[src/rtl/avr_xbus_bridge_if.sv]
// rtl/avr_xbus_bridge_if.sv - AVR SRAM-window and peripheral req/ack bus signal bundle
interface avr_xbus_bridge_if #(
  parameter int ADDR_WIDTH = 10
);
  // AVR core side
  logic [15:0]           sram_a;
  logic [7:0]            sram_d_out;
  logic                  sram_cs;
  logic                  sram_oe;
  logic                  sram_we;
  logic [7:0]            sram_d_in;
  logic                  sram_wait;
  // peripheral bus side
  logic [ADDR_WIDTH-1:0] bus_addr;
  logic [7:0]            bus_wdata;
  logic                  bus_we;
  logic                  bus_req;
  logic [7:0]            bus_rdata;
  logic                  bus_ack;

  // bridge view: slave of the AVR window, initiator on the peripheral bus
  modport slave (
    input  sram_a, sram_d_out, sram_cs, sram_oe, sram_we,
    output sram_d_in, sram_wait,
    output bus_addr, bus_wdata, bus_we, bus_req,
    input  bus_rdata, bus_ack
  );

  // environment view: AVR core plus peripheral targets
  modport master (
    output sram_a, sram_d_out, sram_cs, sram_oe, sram_we,
    input  sram_d_in, sram_wait,
    input  bus_addr, bus_wdata, bus_we, bus_req,
    output bus_rdata, bus_ack
  );
endinterface

[src/rtl/avr_xbus_bridge.sv]
// rtl/avr_xbus_bridge.sv - AVR SRAM window to registered req/ack bus bridge (optional timeout: AVR_XBUS_TIMEOUT_EN)
module avr_xbus_bridge #(
  parameter int         ADDR_WIDTH     = 10,
  parameter int         TIMEOUT_CYCLES = 255,
  parameter logic [7:0] TMO_RDATA      = 8'hFF
) (
  input  logic              clk,
  input  logic              rst,
  avr_xbus_bridge_if.slave  xb,
  output logic              err_sticky,
  input  logic              err_clr
);

  typedef enum logic [1:0] {
    S_IDLE    = 2'd0,
    S_RD_WAIT = 2'd1,
    S_RD_DONE = 2'd2,
    S_WR_BUSY = 2'd3
  } state_t;

  state_t                r_state;
  logic [ADDR_WIDTH-1:0] r_bus_addr;
  logic [7:0]            r_bus_wdata;
  logic                  r_bus_we;
  logic                  r_bus_req;
  logic [7:0]            r_rd_latch;

  logic                  w_rd;
  logic                  w_wr;
  logic                  w_wait;

  // a write and a read in the same cycle is illegal; the write wins
  assign w_rd = xb.sram_cs & xb.sram_oe & ~w_wr;
  assign w_wr = xb.sram_cs & xb.sram_we;

`ifdef AVR_XBUS_TIMEOUT_EN
  logic [15:0] r_tmo_cnt;
  logic        r_err_sticky;
  logic        w_busy;
  logic        w_expire;

  assign w_busy   = (r_state == S_RD_WAIT) || (r_state == S_WR_BUSY);
  // an ack arriving in the expiry cycle is a normal completion
  assign w_expire = w_busy && !xb.bus_ack && (r_tmo_cnt == 16'(TIMEOUT_CYCLES - 1));

  // cycle counter: zero in the first outstanding cycle, counts while a request waits
  always_ff @(posedge clk or posedge rst) begin
    if (rst) begin
      r_tmo_cnt <= 16'd0;
    end else if (w_busy) begin
      r_tmo_cnt <= r_tmo_cnt + 16'd1;
    end else begin
      r_tmo_cnt <= 16'd0;
    end
  end

  // sticky timeout flag; a timeout in the same cycle as a clear keeps it set
  always_ff @(posedge clk or posedge rst) begin
    if (rst) begin
      r_err_sticky <= 1'b0;
    end else if (w_expire) begin
      r_err_sticky <= 1'b1;
    end else if (err_clr) begin
      r_err_sticky <= 1'b0;
    end
  end

  assign err_sticky = r_err_sticky;

  logic w_unused;
  assign w_unused = ^xb.sram_a[15:ADDR_WIDTH];
`else
  // without the timeout a missing ack stalls the core until reset
  assign err_sticky = 1'b0;

  logic w_unused;
  assign w_unused = ^{xb.sram_a[15:ADDR_WIDTH], err_clr, TMO_RDATA, 16'(TIMEOUT_CYCLES)};
`endif

  // bridge FSM: posts writes, stalls reads until the target answers
  always_ff @(posedge clk or posedge rst) begin
    if (rst) begin
      r_state     <= S_IDLE;
      r_bus_addr  <= '0;
      r_bus_wdata <= 8'd0;
      r_bus_we    <= 1'b0;
      r_bus_req   <= 1'b0;
      r_rd_latch  <= 8'd0;
    end else begin
      case (r_state)
        S_IDLE: begin
          if (w_wr) begin
            r_bus_addr  <= xb.sram_a[ADDR_WIDTH-1:0];
            r_bus_wdata <= xb.sram_d_out;
            r_bus_we    <= 1'b1;
            r_bus_req   <= 1'b1;
            r_state     <= S_WR_BUSY;
          end else if (w_rd) begin
            r_bus_addr  <= xb.sram_a[ADDR_WIDTH-1:0];
            r_bus_we    <= 1'b0;
            r_bus_req   <= 1'b1;
            r_state     <= S_RD_WAIT;
          end
        end
        S_RD_WAIT: begin
          if (xb.bus_ack) begin
            r_rd_latch <= xb.bus_rdata;
            r_bus_req  <= 1'b0;
            r_state    <= S_RD_DONE;
          end
`ifdef AVR_XBUS_TIMEOUT_EN
          else if (w_expire) begin
            r_rd_latch <= TMO_RDATA;
            r_bus_req  <= 1'b0;
            r_state    <= S_RD_DONE;
          end
`endif
        end
        S_RD_DONE: begin
          r_state <= S_IDLE;
        end
        S_WR_BUSY: begin
          if (xb.bus_ack) begin
            r_bus_req <= 1'b0;
            r_state   <= S_IDLE;
          end
`ifdef AVR_XBUS_TIMEOUT_EN
          else if (w_expire) begin
            r_bus_req <= 1'b0;
            r_state   <= S_IDLE;
          end
`endif
        end
        default: begin
          r_state   <= S_IDLE;
          r_bus_req <= 1'b0;
        end
      endcase
    end
  end

  // core stall: reads wait for data, anything behind a posted write waits for it
  always_comb begin
    w_wait = 1'b0;
    case (r_state)
      S_IDLE:    w_wait = w_rd;
      S_RD_WAIT: w_wait = 1'b1;
      S_WR_BUSY: w_wait = w_rd | w_wr;
      default:   w_wait = 1'b0;
    endcase
  end

  assign xb.sram_wait = w_wait;
  assign xb.sram_d_in = r_rd_latch;
  assign xb.bus_addr  = r_bus_addr;
  assign xb.bus_wdata = r_bus_wdata;
  assign xb.bus_we    = r_bus_we;
  assign xb.bus_req   = r_bus_req;

endmodule

[src/flat_wrapper.sv]
// flat-port wrapper written by rule: the top's interface ports become plain ports
module avr_xbus_bridge_flat 
#(
  parameter int         ADDR_WIDTH     = 10,
  parameter int         TIMEOUT_CYCLES = 255,
  parameter logic [7:0] TMO_RDATA      = 8'hFF
)
  (clk, rst, err_sticky, err_clr, xb_sram_a, xb_sram_d_out, xb_sram_cs, xb_sram_oe, xb_sram_we, xb_sram_d_in, xb_sram_wait, xb_bus_addr, xb_bus_wdata, xb_bus_we, xb_bus_req, xb_bus_rdata, xb_bus_ack);
  avr_xbus_bridge_if #(.ADDR_WIDTH(ADDR_WIDTH)) xb_i ();
  input  logic clk;
  input  logic rst;
  output logic err_sticky;
  input  logic err_clr;
  input wire logic [$bits(xb_i.sram_a)-1:0] xb_sram_a;
  input wire logic [$bits(xb_i.sram_d_out)-1:0] xb_sram_d_out;
  input wire logic [$bits(xb_i.sram_cs)-1:0] xb_sram_cs;
  input wire logic [$bits(xb_i.sram_oe)-1:0] xb_sram_oe;
  input wire logic [$bits(xb_i.sram_we)-1:0] xb_sram_we;
  output wire logic [$bits(xb_i.sram_d_in)-1:0] xb_sram_d_in;
  output wire logic [$bits(xb_i.sram_wait)-1:0] xb_sram_wait;
  output wire logic [$bits(xb_i.bus_addr)-1:0] xb_bus_addr;
  output wire logic [$bits(xb_i.bus_wdata)-1:0] xb_bus_wdata;
  output wire logic [$bits(xb_i.bus_we)-1:0] xb_bus_we;
  output wire logic [$bits(xb_i.bus_req)-1:0] xb_bus_req;
  input wire logic [$bits(xb_i.bus_rdata)-1:0] xb_bus_rdata;
  input wire logic [$bits(xb_i.bus_ack)-1:0] xb_bus_ack;
  assign xb_i.sram_a = xb_sram_a;
  assign xb_i.sram_d_out = xb_sram_d_out;
  assign xb_i.sram_cs = xb_sram_cs;
  assign xb_i.sram_oe = xb_sram_oe;
  assign xb_i.sram_we = xb_sram_we;
  assign xb_sram_d_in = xb_i.sram_d_in;
  assign xb_sram_wait = xb_i.sram_wait;
  assign xb_bus_addr = xb_i.bus_addr;
  assign xb_bus_wdata = xb_i.bus_wdata;
  assign xb_bus_we = xb_i.bus_we;
  assign xb_bus_req = xb_i.bus_req;
  assign xb_i.bus_rdata = xb_bus_rdata;
  assign xb_i.bus_ack = xb_bus_ack;
  avr_xbus_bridge #(.ADDR_WIDTH(ADDR_WIDTH), .TIMEOUT_CYCLES(TIMEOUT_CYCLES), .TMO_RDATA(TMO_RDATA)) u_core (.clk(clk), .rst(rst), .xb(xb_i), .err_sticky(err_sticky), .err_clr(err_clr));
endmodule
[config.mk]
export PLATFORM = sky130hd
export DESIGN_NAME = avr_xbus_bridge_flat
export DESIGN_NICKNAME = d
export VERILOG_FILES = /design/src/rtl/avr_xbus_bridge_if.sv /design/src/rtl/avr_xbus_bridge.sv /design/src/flat_wrapper.sv
export SDC_FILE = /design/constraint.sdc
export NUM_CORES = 1
export LEC_CHECK = 0
export CORE_ASPECT_RATIO = 0.7
export CORE_MARGIN = 4
export CORE_UTILIZATION = 34
export DETAILED_ROUTE_END_ITERATION = 12
export GPL_ROUTABILITY_DRIVEN = 0
export HOLD_SLACK_MARGIN = 0.06
export PLACE_DENSITY = 0.75
export SLEW_MARGIN = 10
export SYNTH_ARGS = -nofsm -noshare
export SYNTH_HDL_FRONTEND = slang
export SYNTH_SLANG_ARGS = --single-unit
[constraint.sdc]
create_clock -name clk -period 1.25 [get_ports clk]
set_input_delay 0.375 -clock clk [delete_from_list [all_inputs] [get_ports clk]]
set_output_delay 0.375 -clock clk [all_outputs]
set_load 0.1 [all_outputs]
==> flow_metrics.tcl <==
set metrics [dict create \
    status "finished, violations left" \
    violated_checks "negative setup slack" \
    num_io_pins 69 \
    cp_data_required_time_ps 880 \
    detailedRoute.firstIterationViolations 19 \
    ctsHtreeMaxLevel 2 \
    clock_sinks 30 \
    timing.hold.worst.class "input pin to async pin" \
    synth-compound-area-share_pct 4.10 \
    placed_cells_incl_taps 193 \
    fin_util_pct 77.8 \
    crit_path_max_fanout 5 \
    drive_gt1_share_pct 78.9 \
    register_area_share_after_synthesis_pct 61.5 \
    root_buffer_cell "sky130_fd_sc_hd__clkbuf_8" \
    end_kind "primary output" \
    path_buf_inv 1 \
    tritoncts_clock_tree "built" \
    critical_path.top_delay_family "flip-flops" \
    final_critical_path_required_period_ps 1570 \
    syn-mean-instance-area_um2 15.8 \
    clkLatencyLatePin_ps 280 \
    max-cap-violations 0 \
    synth-adder-area-share_pct 0 \
    diodes 0 \
    area_enclosed_by_the_die_boundary_um2 4630 \
    dp.final_hpwl_um 2520 \
    hold_violations 0 \
    largest_family_of_logic_cells_by_synthesized_area "multiplexers" \
    finalWirelength_um 3350 \
    instances_no_fill 213 \
    crit_path_start_kind "flip-flop" \
    finalWorstSetupSlack_ps -318 \
    core.rowCount 17 \
    grt_pass1_wl_um 5520 \
    timing.final.crit_share_pct 125 \
    cpMaxStageDelayCell "sky130_fd_sc_hd__dfrtp_2" \
    die_x_um 79.6 \
    list_of_cells_traversed_by_the_critical_path "a31oi_4 -> o22ai_4 -> buf_12" \
    global_route.usage.total_pct 15.9 \
    io_buffers 60 \
    grt_pass1_vias 1107 \
    yosys.area_share.xor_xnor_pct 0.718 \
    synth_simple_gate_area_share_pct 3.49 \
    cp_slowest_stage_delay_ps 460 \
    cts_hold_repair.buffers 0 \
    signed_area_change_from_the_synthesized_netlist_to_the_final_layout_pct 110 \
    yosys.cell_types.count 18 \
    syn-instance-count 77 \
    drc 0 \
    timing.setup.critical_path_class "flip-flop to primary output" \
    setup_viol 33 \
    final-max-slew-violation-count 0 \
    synth.net_count 116 \
    antenna_found_initial 0 \
    drt-wirelength-per-cell_um 15.7 \
    tritoncts.num_buffers 5 \
    vias 947 \
    total_core_area_um2 3300 \
    clk_pin_slew_ps 70 \
    grt_start_max_net_pins 18 \
    routed_via_density 4.45 \
    layout.nets 204 \
    syn-cell-area_um2 1220 \
    initial_core_util_pct 37.0 \
    firstDrtPassIters 4 \
    ys_seq_elements 30 \
    crit_arrival_ps 1190 \
    ant_nets 0 \
    grt.overflow.total 0 \
    yosysWarningCount 0 \
    rsz0062_at_grt "yes" \
    max_freq_mhz 638 \
    max-clock-path-buffers 2 \
    detailedPlace.worstSlack_ps -685 \
    worst_clock_skew_ps 11.8 \
    fp.dieH_um 58.1 \
    muxShareOfSynthArea_pct 26.5 \
]
[placed cells by master (no fill, tap or decap), types with 2 or more instances in the layout]
cell type,n
sky130_fd_sc_hd__inv_1,2
sky130_fd_sc_hd__clkdlybuf4s15_2,2
sky130_fd_sc_hd__a21o_2,2
sky130_fd_sc_hd__nor3_4,2
sky130_fd_sc_hd__buf_4,17
sky130_fd_sc_hd__clkbuf_8,6
sky130_fd_sc_hd__dfrtp_2,30
sky130_fd_sc_hd__mux2_4,16
sky130_fd_sc_hd__buf_6,6
sky130_fd_sc_hd__mux2_2,10
sky130_fd_sc_hd__o21bai_1,2
sky130_fd_sc_hd__clkdlybuf4s50_1,27
sky130_fd_sc_hd__buf_12,30
[timing repair]
item / CTS / global route
setup buffers: 9 / 3
gates cloned: 1 / 0
pin swaps: 5 / 1
endpoints found under the setup margin: 47 / 57
gates resized for setup: 19 / 4
[logic make-up (layout without fill, tap and decap cells)]
family / Yosys count / count (layout)
AO/OA/AOI/OAI: 7 / 7
XOR/XNOR: 1 / 1
buffers and inverters: 7 / 96
flip-flops: 30 / 30
multiplexers: 26 / 26
other: 1 / 1
AND/OR/NAND/NOR: 5 / 5
[worst paths after layout]
path | startpoint | to | slack [ps] | cells after the start
hold / removal | rst | u_core.xb.bus_wdata[4] | 420 | 3
setup / recovery | u_core.r_state[0] | xb_sram_wait | -320 | 3
min in group clk | u_core.xb.bus_req | u_core.xb.bus_req | 540 | 1
setup reg to reg | u_core.r_state[0] | u_core.xb.sram_d_in[2] | -280 | 6
max in group asynchronous | rst | u_core.xb.bus_addr[7] | 580 | 3
hold reg to reg | u_core.xb.bus_req | u_core.xb.bus_req | 540 | 1
[state kept, by name (all words and copies together) (netlist names)]
| signal | flops |
|---|---|
| u_core.r_state | 2 |
| u_core.xb.bus_we | 1 |
| u_core.xb.sram_d_in | 8 |
| u_core.xb.bus_addr | 10 |
| u_core.xb.bus_req | 1 |
| u_core.xb.bus_wdata | 8 |
[cell type report]
cell class	count	area, µm²
Sequential cell	30	788
Inverter	4	17.5
Fill cell	212	732
Clock inverter	1	5.00
Timing Repair Buffer	84	1100
Multi-Input combinational cell	40	507
Tap cell	47	58.8
Clock buffer	7	86.3
[synth_stat cells]
cell type / instances / area [µm²]
sky130_fd_sc_hd__dfrtp_1: 30 / 751
sky130_fd_sc_hd__mux2_2: 18 / 203
sky130_fd_sc_hd__mux2_4: 8 / 120
sky130_fd_sc_hd__inv_1: 4 / 15.0
sky130_fd_sc_hd__a21o_2: 2 / 17.5
sky130_fd_sc_hd__buf_4: 2 / 15.0
sky130_fd_sc_hd__o21bai_1: 2 / 15.0
sky130_fd_sc_hd__a31oi_1: 1 / 6.26
sky130_fd_sc_hd__buf_6: 1 / 11.3
sky130_fd_sc_hd__conb_1: 1 / 3.75
sky130_fd_sc_hd__nand2_1: 1 / 3.75
sky130_fd_sc_hd__nand2_2: 1 / 6.26
sky130_fd_sc_hd__nor3_2: 1 / 10.0
sky130_fd_sc_hd__nor3_4: 1 / 16.3
sky130_fd_sc_hd__o21ai_0: 1 / 5.00
sky130_fd_sc_hd__o22ai_1: 1 / 6.26
sky130_fd_sc_hd__or2_1: 1 / 6.26
sky130_fd_sc_hd__xor2_1: 1 / 8.76
[per-stage QoR]
| stage | TNS, ps | hold WS, ps | instance area [µm²] |
|---|---|---|---|
| final | -4970 | 420 | 2560 |
| after global routing | -6800 | 439 | 2560 |
| after CTS | -4010 | 419 | 2540 |
| after detailed placement | -19430 | 527 | 2350 |
| after global placement | -18070 | 514 | 2350 |
| after floorplan | -2260 | 457 | 1330 |
[metal layers]
layer	wire length, µm	up-vias	global-route usage [%]
li1	-	437	-
met1	1300	459	17.0
met2	1660	47	27.2
met3	354	4	7.76
met4	35	0	6.13
met5	0	-	0
[worst register-to-register path, cell delays in order (launching register included)]
cell	delay (ps)
sky130_fd_sc_hd__dfrtp_2	440
sky130_fd_sc_hd__buf_4	140
sky130_fd_sc_hd__buf_6	80
sky130_fd_sc_hd__buf_6	90
sky130_fd_sc_hd__nand2_4	40
sky130_fd_sc_hd__or2_4	300
sky130_fd_sc_hd__mux2_4	320
Power is left out: the tool's default activity adds up to more than one toggle a clock period on the data nets, which glitch-free logic cannot reach.
